`src/rtl/ddr_port_arbiter.sv`:
```
`default_nettype none
// ============================================================================
// Module   : ddr_port_arbiter
// Purpose  : Two-port round-robin arbiter and WRITE/READ command sequencer in
//            front of the ddr_sdram driver. Optional watchdog enabled by
//            defining DDR_ARB_TIMEOUT_EN.
// Revision : 1.0 - initial release
// ============================================================================
module ddr_port_arbiter #(
  parameter int WRITE_LENGTH   = 1,
  parameter int TIMEOUT_CYCLES = 256
) (
  input  logic        SYS_CLK_100M,
  input  logic        RST,
  input  logic        REQ0,
  input  logic        REQ1,
  input  logic        REQ_WR0,
  input  logic        REQ_WR1,
  input  logic [1:0]  REQ_BA0,
  input  logic [1:0]  REQ_BA1,
  input  logic [12:0] REQ_ROW0,
  input  logic [12:0] REQ_ROW1,
  input  logic [9:0]  REQ_COL0,
  input  logic [9:0]  REQ_COL1,
  input  logic [15:0] REQ_WDATA0,
  input  logic [15:0] REQ_WDATA1,
  output logic        GNT0,
  output logic        GNT1,
  output logic        DONE0,
  output logic        DONE1,
  output logic        ERR0,
  output logic        ERR1,
  output logic [15:0] RDATA,
  output logic        DDR_WRITE,
  output logic        DDR_READ,
  output logic [1:0]  DDR_BA_IN,
  output logic [12:0] DDR_ADDR_ROW_IN,
  output logic [9:0]  DDR_ADDR_COL_IN,
  output logic [3:0]  DDR_WRITE_LENGTH,
  output logic [15:0] DDR_WDATA,
  output logic        DDR_WDATA_OE,
  input  logic [15:0] DDR_RDATA,
  input  logic        DDR_EXT_DQS,
  input  logic        DDR_BUSY
);

  typedef enum logic [2:0] {
    S_IDLE      = 3'd0,
    S_ISSUE     = 3'd1,
    S_WAIT_BUSY = 3'd2,
    S_WAIT_DONE = 3'd3,
    S_RESP      = 3'd4
  } state_t;

  state_t      r_state;
  state_t      w_next;
  logic        r_last;
  logic        r_owner;
  logic        r_wr;
  logic        r_dqs_q;
  logic [1:0]  r_ba;
  logic [12:0] r_row;
  logic [9:0]  r_col;
  logic [15:0] r_wdata;
  logic [15:0] r_rdata;
  logic        w_win;
  logic        w_grant;
  logic        w_in_wait;
  logic        w_timeout;

  if (TIMEOUT_CYCLES < 2) begin : g_bad_timeout
    $error("ddr_port_arbiter: TIMEOUT_CYCLES must be at least 2");
  end

  // Contention goes to the port that did not win last; a lone request wins.
  assign w_win     = (REQ0 && REQ1) ? ~r_last : REQ1;
  assign w_grant   = (r_state == S_IDLE) && (REQ0 || REQ1) && !DDR_BUSY;
  assign w_in_wait = (r_state == S_WAIT_BUSY) || (r_state == S_WAIT_DONE);

`ifdef DDR_ARB_TIMEOUT_EN
  localparam int CNT_W = $clog2(TIMEOUT_CYCLES) + 1;

  logic [CNT_W-1:0] r_wdog;
  logic             r_err;

  always_ff @(posedge SYS_CLK_100M) begin
    if (RST) begin
      r_wdog <= '0;
      r_err  <= 1'b0;
    end else if (w_grant) begin
      r_wdog <= '0;
      r_err  <= 1'b0;
    end else if (w_in_wait) begin
      r_wdog <= r_wdog + 1'b1;
      if (w_timeout) r_err <= 1'b1;
    end
  end

  // Fires on the TIMEOUT_CYCLES-th cycle spent waiting on the driver.
  assign w_timeout = w_in_wait && (r_wdog == CNT_W'(TIMEOUT_CYCLES - 1));
  assign ERR0      = (r_state == S_RESP) && r_err && !r_owner;
  assign ERR1      = (r_state == S_RESP) && r_err &&  r_owner;
`else
  assign w_timeout = 1'b0;
  assign ERR0      = 1'b0;
  assign ERR1      = 1'b0;
`endif

  always_ff @(posedge SYS_CLK_100M) begin
    if (RST) r_state <= S_IDLE;
    else     r_state <= w_next;
  end

  always_comb begin
    w_next = r_state;
    case (r_state)
      S_IDLE:      if (w_grant) w_next = S_ISSUE;
      S_ISSUE:     w_next = S_WAIT_BUSY;
      S_WAIT_BUSY: begin
        if (w_timeout)     w_next = S_RESP;
        else if (DDR_BUSY) w_next = S_WAIT_DONE;
      end
      S_WAIT_DONE: begin
        if (w_timeout || !DDR_BUSY) w_next = S_RESP;
      end
      S_RESP:      w_next = S_IDLE;
      default:     w_next = S_IDLE;
    endcase
  end

  always_ff @(posedge SYS_CLK_100M) begin
    if (RST) begin
      r_last  <= 1'b1;
      r_owner <= 1'b0;
      r_wr    <= 1'b0;
      r_ba    <= '0;
      r_row   <= '0;
      r_col   <= '0;
      r_wdata <= '0;
      r_rdata <= '0;
      r_dqs_q <= 1'b0;
    end else begin
      r_dqs_q <= DDR_EXT_DQS;
      if (w_grant) begin
        r_last  <= w_win;
        r_owner <= w_win;
        r_wr    <= w_win ? REQ_WR1    : REQ_WR0;
        r_ba    <= w_win ? REQ_BA1    : REQ_BA0;
        r_row   <= w_win ? REQ_ROW1   : REQ_ROW0;
        r_col   <= w_win ? REQ_COL1   : REQ_COL0;
        r_wdata <= w_win ? REQ_WDATA1 : REQ_WDATA0;
        r_rdata <= '0;
      end else if (w_in_wait && !r_wr && DDR_EXT_DQS && !r_dqs_q) begin
        // Each DQS rising edge overwrites, so the final beat of a burst remains.
        r_rdata <= DDR_RDATA;
      end
    end
  end

  assign GNT0             = (r_state == S_ISSUE) && !r_owner;
  assign GNT1             = (r_state == S_ISSUE) &&  r_owner;
  assign DONE0            = (r_state == S_RESP)  && !r_owner;
  assign DONE1            = (r_state == S_RESP)  &&  r_owner;
  assign DDR_WRITE        = (r_state == S_ISSUE) &&  r_wr;
  assign DDR_READ         = (r_state == S_ISSUE) && !r_wr;
  assign DDR_WDATA_OE     = r_wr && ((r_state == S_ISSUE) || w_in_wait);
  assign DDR_BA_IN        = r_ba;
  assign DDR_ADDR_ROW_IN  = r_row;
  assign DDR_ADDR_COL_IN  = r_col;
  assign DDR_WDATA        = r_wdata;
  assign DDR_WRITE_LENGTH = 4'(WRITE_LENGTH);
  assign RDATA            = r_rdata;

endmodule
`default_nettype wire

```
`config.mk`:
```
export PLATFORM = sky130hd
export DESIGN_NAME = ddr_port_arbiter
export DESIGN_NICKNAME = d
export VERILOG_FILES = /design/src/rtl/ddr_port_arbiter.sv
export SDC_FILE = /design/constraint.sdc
export NUM_CORES = 1
export LEC_CHECK = 0
export ABC_AREA = 1
export BUFFER_PORTS_ARGS = -buffer_cell sky130_fd_sc_hd__buf_2
export CAP_MARGIN = 40
export CORE_MARGIN = 1
export CORE_UTILIZATION = 43
export DETAILED_ROUTE_END_ITERATION = 8
export PLACE_DENSITY_LB_ADDON = 0.3
export SYNTH_ARGS = -nofsm -noshare
export SYNTH_HDL_FRONTEND = slang
export SYNTH_SLANG_ARGS = --single-unit
```
`constraint.sdc`:
```
create_clock -name SYS_CLK_100M -period 1.6 [get_ports SYS_CLK_100M]
set_input_delay 0.32 -clock SYS_CLK_100M [delete_from_list [all_inputs] [get_ports SYS_CLK_100M]]
set_output_delay 0.32 -clock SYS_CLK_100M [all_outputs]
set_load 0.02 [all_outputs]
```
* After elaboration in Yosys (flattened, before gate mapping)
Index checks and enable logic that the tools add are counted.
** Cells by class
- Mux-type cells :: 10
- Eq/ne operators :: 7
- Reductions and logical operators :: 23
- Bitwise gates (word level) :: 1
** Operators with widths (count)
- two-way mux 16 bit :: 1
- logical AND 1 bit :: 13
- two-way mux 13 bit :: 1
- one-hot mux 3 bit (4 select lines) :: 1
- two-way mux 10 bit :: 1
- two-way mux 3 bit :: 3
- equality test 3 x 2 -> 1 bit, second input constant :: 2
- != test 2 bit, second input constant :: 3
- logical NOT 1 bit :: 4
- equality test 3 x 1 -> 1 bit, second input constant :: 1
- equality test 3 bit, second input constant :: 1
- logical NOT 3 bit :: 1
- logical OR 1 bit :: 3
- AND reduction 3 bit :: 1
- two-way mux 1 bit :: 2
- two-way mux 2 bit :: 1
- OR reduction 2 bit :: 1
- inverter 1 bit :: 1
** Storage, ports and cells
- Bits in registers :: 64
- Bits of input ports :: 106
- Logic and storage cells :: 51

* Logic depth before layout (Yosys ltp)
Gate-level depths: netlist (run 1).
- Depth in word-level cells :: 5
- Gate-level depth with buffers :: 8

* Worst setup path before layout (run 1)
Ideal clock, no wire load.
- Path kind :: input to register
- Start :: in RST
- End :: reg r_rdata[10], in the netlist RDATA[10]
- Setup slack :: 0.347 ns
- Stages on the path :: 5
- Data arrival time :: 1.130 ns
- Path through :: clkbuf_1 -> nor2_4 -> inv_2 -> buf_2 -> a21oi_1
** On the way
- Word-level cells in the longest chain between the ends :: 1
** RTL lines
- start, declared :: RTL line 14 : input logic RST,
- OR reduction 2 bit (no source line)
- end signal, assigned :: RTL line 140 : r_rdata <= '0;
- end signal, assigned :: RTL line 152 : r_rdata <= '0;
- end signal, assigned :: RTL line 155 : r_rdata <= DDR_RDATA;
- end, declared :: RTL line 65 : logic [15:0] r_rdata;
No other way between the ends.
A chain may end at the register's enable or synchronous reset.

* Worst setup path in the final report (run 1)
- Start :: reg r_state[1]
- End :: out DDR_WRITE
** On the way
- Word-level cells in the longest chain between the ends :: 2
** RTL lines
- start, declared :: RTL line 55 : state_t r_state;
- start signal, assigned :: RTL line 111 : else r_state <= w_next;
- equality test 3 x 1 -> 1 bit :: RTL line 164 : assign DDR_WRITE = (r_state == S_ISSUE) && r_wr;
- logical AND 1 bit :: RTL line 164
- end, declared :: RTL line 34 : output logic DDR_WRITE,
No other way between the ends.

==> flow_metrics.env, run 1 <==
export IMPL_cp_start_kind="register"
export IMPL_finalWorstSetupSlack_ps=78.3
export IMPL_holdBufCountCts=0
export IMPL_hold_viol_final=0
export IMPL_fp_coreArea_um2=6420
export IMPL_design_area_um2=4000
export IMPL_die_area_um2=7050
export IMPL_clkSlewWorstSetupHoldPaths_ps=80
export IMPL_cp_max_fo=5
export IMPL_fin_crit_sh=0.951
export IMPL_grt_pass1_wl_mm=12.1
export IMPL_area_growth_pct=38.5
export IMPL_place_gp_congestion=0.902
export IMPL_p_per_area_nw_per_um2=1020
export IMPL_htreeDepth=3
export IMPL_cts_sinks=64
export IMPL_path_cells="inv_2 -> nand3_2 -> nor2_1 -> buf_2"
export IMPL_portBuffers=169
export IMPL_clock_latency_ps=340
export IMPL_overflow=0
export IMPL_cts_setup_buffers=0
export IMPL_min_path_cells=3
export IMPL_r2r_cells=7
export IMPL_viasPerCell=4.51
export IMPL_cts_buffer_depth=2
export IMPL_antenna_found_initial=0
export IMPL_post_route_drc_count=28
export IMPL_cp_slowest_cell="dfxtp_2"
export IMPL_core_rowCount=29
export IMPL_cpLargestDelayFamily="flip-flops"
export IMPL_layout_min_cycle_time_ps=1520
export IMPL_ff2ff_setup_slack_ps=210
export IMPL_status="complete, but fails checks"
export IMPL_synth_avg_cell_area_um2=6.52
export IMPL_crit_type="register to primary output"
export IMPL_drt_initial_drc_count=138
export IMPL_grt_pass1_vias=2762
export IMPL_wl_per_cell_um=11.0
export IMPL_cp_end_kind="primary output"
export IMPL_vdd_ir_drop_max_mv=0.503
export IMPL_cp_arrival_ps=1200
export IMPL_ios=176
export IMPL_synth_seq_cells=64
export IMPL_grt_usage=0.216
export IMPL_wirelength_mm=7.58
export IMPL_syn_cell_area_um2=2890
export IMPL_vias=3121
export IMPL_final_util=0.623
export IMPL_drive_above_1_share=0.348
export IMPL_yosys_warnings=0
export IMPL_slowest_delay_ps=350
export IMPL_rsz0062_at_grt="yes"
export IMPL_final_common_cell="nand2_1"
export IMPL_final_nets=716
export IMPL_clock_skew_ps=11.7
export IMPL_rr_startpoint="r_state[2]"
export IMPL_maxCapViolCount=0
export IMPL_synth_cell_types=22
export IMPL_hp_start="DDR_EXT_DQS"
export IMPL_antennaDiodeCount=0
export IMPL_cts_root_buf="clkbuf_8"
export IMPL_violations="DRC"
export IMPL_cp_buffers_inverters=2
export IMPL_worstReg2RegEnd="DDR_ADDR_ROW_IN[3]"
export IMPL_holdWs_ps=206
export IMPL_start_util=0.450
export IMPL_tritoncts="yes"
export IMPL_slew_violations=0
export IMPL_ant_nets=0
export IMPL_grt_max_degree=43
export IMPL_fmax_mhz=657
export IMPL_placed_area_um2=3740
export IMPL_drtPass1Iterations=6
export IMPL_hpwl_mm=5.33
export IMPL_fin_total_pwr_mw=4.10
export IMPL_final_cell_mix="nand2_1, buf_2, dfxtp_1"
export IMPL_die_w_um=84.0
export IMPL_die_h_um=84.0
export IMPL_critPathRequiredTime_ps=1280
export IMPL_place_ws_ps=77.2
export IMPL_leakage_nw=2.35
export IMPL_cts_buffers=9
export IMPL_min_to="r_dqs_q"
export IMPL_setup_violations=0
export IMPL_yosysSeqAreaShare=0.444
export IMPL_netlist_instances=443
export IMPL_hold_class="input port to register"
## per-stage QoR
stage,TNS [ps],cells
after floorplan,0,447
after global placement,0,674
after detailed placement,0,674
after CTS,0,690
after global routing,-6.11,692
final,0,692
## worst max path at each step
stage / depth (start not counted) / from / slack, ps / to
2_1_floorplan: 2 / r_state[0] / 350 / DDR_WDATA_OE
3_5_place_dp: 7 / r_state[2] / 80 / DDR_ADDR_ROW_IN[5]
6_report: 4 / r_state[1] / 80 / DDR_WRITE
5_1_grt: 4 / r_state[1] / -6 / DDR_READ
3_3_place_gp: 8 / DDR_BUSY / 120 / DDR_ADDR_ROW_IN[10]
4_1_cts: 4 / r_state[1] / 40 / DDR_WRITE
## area by class of cell
class / count / area [µm²]
clock inverters: 7 / 96.3
fillers: 623 / 2420
inverters: 11 / 41.3
multi-input cells: 348 / 1440
flip-flops and latches: 64 / 1280
repair buffers: 176 / 913
clock buffers: 9 / 124
well taps: 77 / 96.3
## what timing repair did
action / 4_1_cts / 5_1_grt
endpoints found under the setup margin: 4 / 45
gates resized for setup: 2 / 6
gates cloned: 0 / 2
pin swaps: 0 / 2
## cell usage after synthesis
library cell / number / area (µm²)
inv_1: 6 / 22.5
inv_2: 4 / 15.0
a21oi_2: 4 / 35.0
conb_1: 2 / 7.51
nand4_1: 1 / 6.26
nor2_8: 2 / 40.0
nand3_1: 4 / 20.0
nor3_1: 3 / 15.0
buf_4: 7 / 52.6
dfxtp_1: 64 / 1280
clkbuf_1: 5 / 18.8
nand2_4: 1 / 11.3
nor2_4: 2 / 22.5
buf_2: 10 / 50.1
a21oi_1: 11 / 55.1
nand2_1: 288 / 1080
clkinv_1: 1 / 3.75
o21ai_2: 1 / 8.76
buf_6: 4 / 45.0
nand3b_1: 1 / 7.51
o21ai_0: 5 / 25.0
nor2_1: 17 / 63.8
## metal layers
metal  wire, µm  vias to the layer above  GRT usage  part of all wire
met3        564                       11     0.0495             0.074
li1           -                     1663          -                 -
met4        144                        0      0.105             0.019
met5          0                        -          0                 0
met1       3370                     1312      0.255              0.44
met2       3500                      135      0.367              0.46
## power breakdown
group	total (mW)	switching [mW]	internal [mW]	leakage [nW]
Combinational	0.823	0.517	0.306	1.71
Sequential	1.76	0.0620	1.70	0.523
Clock	1.51	0.632	0.879	0.113
Total	4.10	1.21	2.88	2.35
## tightest hold or removal path, cell delays in order
cell	delay, ps
buf_2	70
inv_1	40
nor2_1	80
## kinds of logic after synthesis
logic type             share of synthesized area
AND/OR/NAND/NOR                            0.439
AO/OA/AOI/OAI                             0.0429
flip-flops                                 0.444
buffers and inverters                     0.0719
other                                    0.00260
## state kept, by name, summed over array words and instances, names as in the netlist
| register | count |
|---|---|
| DDR_WDATA | 16 |
| RDATA | 16 |
| DDR_ADDR_ROW_IN | 13 |
| DDR_ADDR_COL_IN | 10 |
| r_state | 3 |
| DDR_BA_IN | 2 |
| r_dqs_q | 1 |
| r_last | 1 |
| r_owner | 1 |
| r_wr | 1 |
Power figures use the tool's default switching activity.
==> run 2, diff against run 1 <==
==> constraint.sdc (replaced) <==
create_clock -name SYS_CLK_100M -period 1.6 [get_ports SYS_CLK_100M]
set_input_delay 0.16 -clock SYS_CLK_100M [delete_from_list [all_inputs] [get_ports SYS_CLK_100M]]
set_output_delay 0.16 -clock SYS_CLK_100M [all_outputs]
set_load 0.02 [all_outputs]
==> run 2 against run 1 <==
- clock-buffer cell count is 3 higher
- wire length is 4.7% lower
- hold slack worse by 160 ps
- critical path depth is 4 higher
- non-clock buffer count is 1 lower
- the run still ends with DRC left
- die area stayed put
- setup slack better by 100 ps
- utilization is 0.37 points lower
- critical path type is now register to register
==> flow_metrics.env, run 2 (synthesis results as in run 1) <==
export IMPL_multi_input_area_um2=1420
export IMPL_cts_setup_buffers=0
export IMPL_violations="DRC"
export IMPL_cp_max_fo=32
export IMPL_regArea_um2=1280
export IMPL_drtPass1Iterations=6
export IMPL_cts_sinks=64
export IMPL_final_common_cell="nand2_1"
export IMPL_grt_pass1_wl_mm=12.2
export IMPL_clkSlewWorstSetupHoldPaths_ps=70
export IMPL_drive_above_1_share=0.337
export IMPL_cp_arrival_ps=1700
export IMPL_cp_slowest_cell="dfxtp_1"
export IMPL_final_cell_mix="nand2_1, buf_2, dfxtp_1"
export IMPL_vdd_ir_drop_max_mv=0.503
export IMPL_layout_min_cycle_time_ps=1420
export IMPL_rsz0062_at_grt="no"
export IMPL_status="complete, but fails checks"
export IMPL_viasPerCell=4.49
export IMPL_cp_start_kind="register"
export IMPL_antennaDiodeCount=0
export IMPL_fin_total_pwr_mw=3.98
export IMPL_overflow=0
export IMPL_ant_nets=0
export IMPL_slew_violations=0
export IMPL_hold_class="input port to register"
export IMPL_p_per_area_nw_per_um2=1000
export IMPL_leakage_nw=2.32
export IMPL_slowest_delay_ps=370
export IMPL_critPathRequiredTime_ps=1880
export IMPL_htreeDepth=3
export IMPL_cts_root_buf="clkbuf_8"
export IMPL_start_util=0.450
export IMPL_drt_initial_drc_count=123
export IMPL_setup_violations=0
export IMPL_final_nets=713
export IMPL_die_h_um=84.0
export IMPL_fmax_mhz=704
export IMPL_path_cells="nor2_4 -> nand2_4 -> nor2_8 -> inv_2 -> nor2_8 -> buf_12 -> nand2_1 -> nand2_1"
export IMPL_vias=3095
export IMPL_place_gp_congestion=0.826
export IMPL_area_growth_pct=37.7
export IMPL_antenna_found_initial=0
export IMPL_wirelength_mm=7.23
export IMPL_die_area_um2=7050
export IMPL_crit_type="register to register"
export IMPL_holdWs_ps=47.9
export IMPL_clock_latency_ps=330
export IMPL_holdBufCountCts=0
export IMPL_fillCellCount=619
export IMPL_grt_max_degree=43
export IMPL_die_w_um=84.0
export IMPL_grt_usage=0.214
export IMPL_grt_pass1_vias=2808
export IMPL_cp_end_kind="register"
export IMPL_place_ws_ps=206
export IMPL_cts_buffer_depth=2
export IMPL_fp_coreArea_um2=6420
export IMPL_cts_buffers=9
export IMPL_post_route_drc_count=28
export IMPL_wl_per_cell_um=10.5
export IMPL_fin_tns_setup_ps=0
export IMPL_hold_viol_final=0
export IMPL_fin_crit_sh=0.888
export IMPL_tritoncts="yes"
export IMPL_clock_skew_ps=9.55
export IMPL_core_rowCount=29
export IMPL_finalWorstSetupSlack_ps=180
export IMPL_maxCapViolCount=0
export IMPL_ios=176
export IMPL_portBuffers=169
export IMPL_hpwl_mm=5.32
## run 2: power by group
part	total (mW)	switching [mW]	internal, mW
combinational	0.815	0.506	0.310
clock	1.41	0.601	0.805
sequential	1.76	0.0611	1.70
## run 2: timing repair
action,CTS,global route
setup endpoints to repair,0,1
resized for setup,0,2
hold endpoints to repair,0,0
## run 2: layer usage
metal | global-route usage | vias up | wire length (µm)
met5 | 0 | - | 0
met4 | 0.0972 | 0 | 107
met3 | 0.0425 | 10 | 529
met2 | 0.370 | 130 | 3420
met1 | 0.256 | 1293 | 3180
li1 | - | 1662 | -
## run 2: path summary, 6_finish.rpt
path	cells after the start	end	slack, ps	from
max	8	DDR_ADDR_ROW_IN[11]	180	r_state[2]
min	3	r_dqs_q	50	DDR_EXT_DQS
max reg2reg	8	DDR_ADDR_ROW_IN[11]	180	r_state[2]
min reg2reg	2	DDR_WDATA[15]	450	DDR_WDATA[15]
## run 2: cell type report
class                   instances  share of cell area
clock inverters                 4              0.0132
flip-flops and latches         64               0.322
well taps                      77              0.0242
multi-input cells             346               0.357
inverters                      11              0.0104
clock buffers                  12              0.0390
repair buffers                175               0.233
## run 2: critical path: cells and delay by family (launching register included)
kind          cells  cell delay [ps]
simple gates      6              710
buf+inv           2              280
flops             1              370
## run 2: metrics by stage
stage,utilization,instances,area (µm²)
6_report,0.619,689,3980
5_1_grt,0.619,689,3980
4_1_cts,0.618,689,3970
3_5_place_dp,0.586,673,3760
3_3_place_gp,0.586,673,3760
2_1_floorplan,-,447,2900
==> run 3, diff against run 2 <==
--- a/config.mk
+++ b/config.mk
@@ -6,12 +6,13 @@
 export NUM_CORES = 1
 export LEC_CHECK = 0
 export ABC_AREA = 1
-export BUFFER_PORTS_ARGS = -buffer_cell sky130_fd_sc_hd__buf_2
+export BUFFER_PORTS_ARGS = -buffer_cell sky130_fd_sc_hd__buf_4
 export CAP_MARGIN = 40
 export CORE_MARGIN = 1
 export CORE_UTILIZATION = 43
 export DETAILED_ROUTE_END_ITERATION = 8
 export PLACE_DENSITY_LB_ADDON = 0.3
+export SKIP_CTS_REPAIR_TIMING = 1
 export SYNTH_ARGS = -nofsm -noshare
 export SYNTH_HDL_FRONTEND = slang
 export SYNTH_SLANG_ARGS = --single-unit
==> run 3 against run 2 <==
- the run still ends with DRC left
- highest routed layer unchanged
- flip-flop and latch count unchanged
- sequential share of layout area down 2.9 points
- via count is 2.1% higher
- critical endpoint is now DDR_WRITE
- power decreased by 0.88%
- largest cell class unchanged
- utilization rose by 6.1 points
- die area stayed put
- hold slack barely moved
- combinational power increased by 16%
- register-to-register slack about the same
==> flow_metrics.env, run 3 (synthesis results as in run 1) <==
export IMPL_status="complete, but fails checks"
export IMPL_violations="DRC"
export IMPL_grt_usage=0.226
export IMPL_instances_no_fill=689
export IMPL_dp_cells=673
export IMPL_fp_coreArea_um2=6420
export IMPL_vias=3160
export IMPL_htreeDepth=3
export IMPL_overflow=0
export IMPL_placed_area_um2=4180
export IMPL_cts_root_buf="clkbuf_8"
export IMPL_fmax_mhz=694
export IMPL_cp_slowest_cell="dfxtp_1"
export IMPL_hold_class="input port to register"
export IMPL_rr_startpoint="r_state[2]"
export IMPL_p_per_area_nw_per_um2=903
export IMPL_power_frac_comb=0.239
export IMPL_cp_arrival_ps=1280
export IMPL_clkSlewWorstSetupHoldPaths_ps=70
export IMPL_viasPerCell=4.59
export IMPL_place_gp_congestion=0.777
export IMPL_critPathRequiredTime_ps=1440
export IMPL_slew_violations=0
export IMPL_cp_start_kind="register"
export IMPL_fin_tns_setup_ps=0
export IMPL_ant_nets=0
export IMPL_cts_sinks=64
export IMPL_drtPass1Iterations=6
export IMPL_die_h_um=84.0
export IMPL_drive_above_1_share=0.333
export IMPL_power_frac_seq=0.447
export IMPL_core_rowCount=29
export IMPL_swShare=0.287
export IMPL_tritoncts="yes"
export IMPL_setup_violations=0
export IMPL_maxCapViolCount=0
export IMPL_layout_min_cycle_time_ps=1440
export IMPL_cts_buffer_depth=2
export IMPL_crit_type="register to primary output"
export IMPL_ios=176
export IMPL_drt_initial_drc_count=143
export IMPL_cpLargestDelayFamily="flip-flops"
export IMPL_hp_start="DDR_EXT_DQS"
export IMPL_die_area_um2=7050
export IMPL_final_cell_mix="nand2_1, buf_4, dfxtp_1"
export IMPL_area_growth_pct=51.3
export IMPL_final_nets=713
export IMPL_slowest_delay_ps=450
export IMPL_grt_pass1_vias=2951
export IMPL_final_common_cell="nand2_1"
export IMPL_finalWorstSetupSlack_ps=160
export IMPL_clock_latency_ps=330
export IMPL_design_area_um2=4370
export IMPL_grt_pass1_wl_mm=12.8
export IMPL_post_route_drc_count=28
export IMPL_rsz0062_at_grt="no"
export IMPL_cp_end_kind="primary output"
export IMPL_leakage_nw=2.42
export IMPL_startpoint="r_state[2]"
export IMPL_hpwl_mm=5.71
export IMPL_clock_skew_ps=5.97
export IMPL_start_util=0.450
export IMPL_hold_viol_final=0
export IMPL_path_cells="inv_1 -> nand3_1 -> nor2_1 -> buf_4"
export IMPL_switchingPower_mw=1.13
export IMPL_place_ws_ps=202
export IMPL_portBuffers=169
export IMPL_die_w_um=84.0
export IMPL_final_util=0.680
export IMPL_fillCellCount=576
export IMPL_clock_power_share=0.315
export IMPL_cts_buffers=9
export IMPL_grt_max_degree=43
export IMPL_antennaDiodeCount=0
export IMPL_cp_buffers_inverters=2
export IMPL_wirelength_mm=7.67
export IMPL_p_int_mw=2.81
export IMPL_fin_crit_sh=0.900
export IMPL_vdd_ir_drop_max_mv=0.504
export IMPL_wl_per_cell_um=11.1
export IMPL_antenna_found_initial=0
export IMPL_cp_max_fo=5
==> run 3: cell type report <==
type                    count  area, µm²  area share
repair buffers            175       1350       0.309
clock inverters             3       15.0     0.00344
multi-input cells         346       1410       0.324
inverters                  11       41.3     0.00945
well taps                  77       96.3      0.0221
flip-flops and latches     64       1280       0.293
clock buffers              13        169      0.0387
==> run 3: path summary, 6_finish.rpt <==
path                        to  slack, ps  cells past startpoint
hold / removal         r_dqs_q         50                      3
hold reg to reg   DDR_WDATA[2]        450                      2
setup reg to reg  DDR_WDATA[7]        190                      8
setup / recovery     DDR_WRITE        160                      4
==> run 3: metrics by stage <==
stage	power, mW	hold WS (ps)
after floorplan	2.31	285
after global placement	2.73	373
after detailed placement	2.74	392
after CTS	4.00	31.6
after global routing	4.18	72.1
final	3.95	47.6
==> run 3: routing by layer <==
metal / up-vias / share of wire / GRT usage
met5: - / 0 / 0
met4: 0 / 0.018 / 0.103
met3: 10 / 0.099 / 0.0682
met2: 142 / 0.48 / 0.391
met1: 1355 / 0.40 / 0.254
li1: 1653 / - / -
==> run 3: power groups by stage <==
stage	sequential (mW)	combinational (mW)	clock (mW)
floorplan	1.90	0.410	0
global placement	1.79	0.932	0
detailed placement	1.80	0.947	0
CTS	1.76	0.950	1.29
global route	1.78	1.04	1.37
finish	1.76	0.942	1.24
==> run 3: tightest hold or removal path, delay by kind of cell <==
family	cells	cell delay (ps)
AND/OR/NAND/NOR	1	70
buffers and inverters	2	110
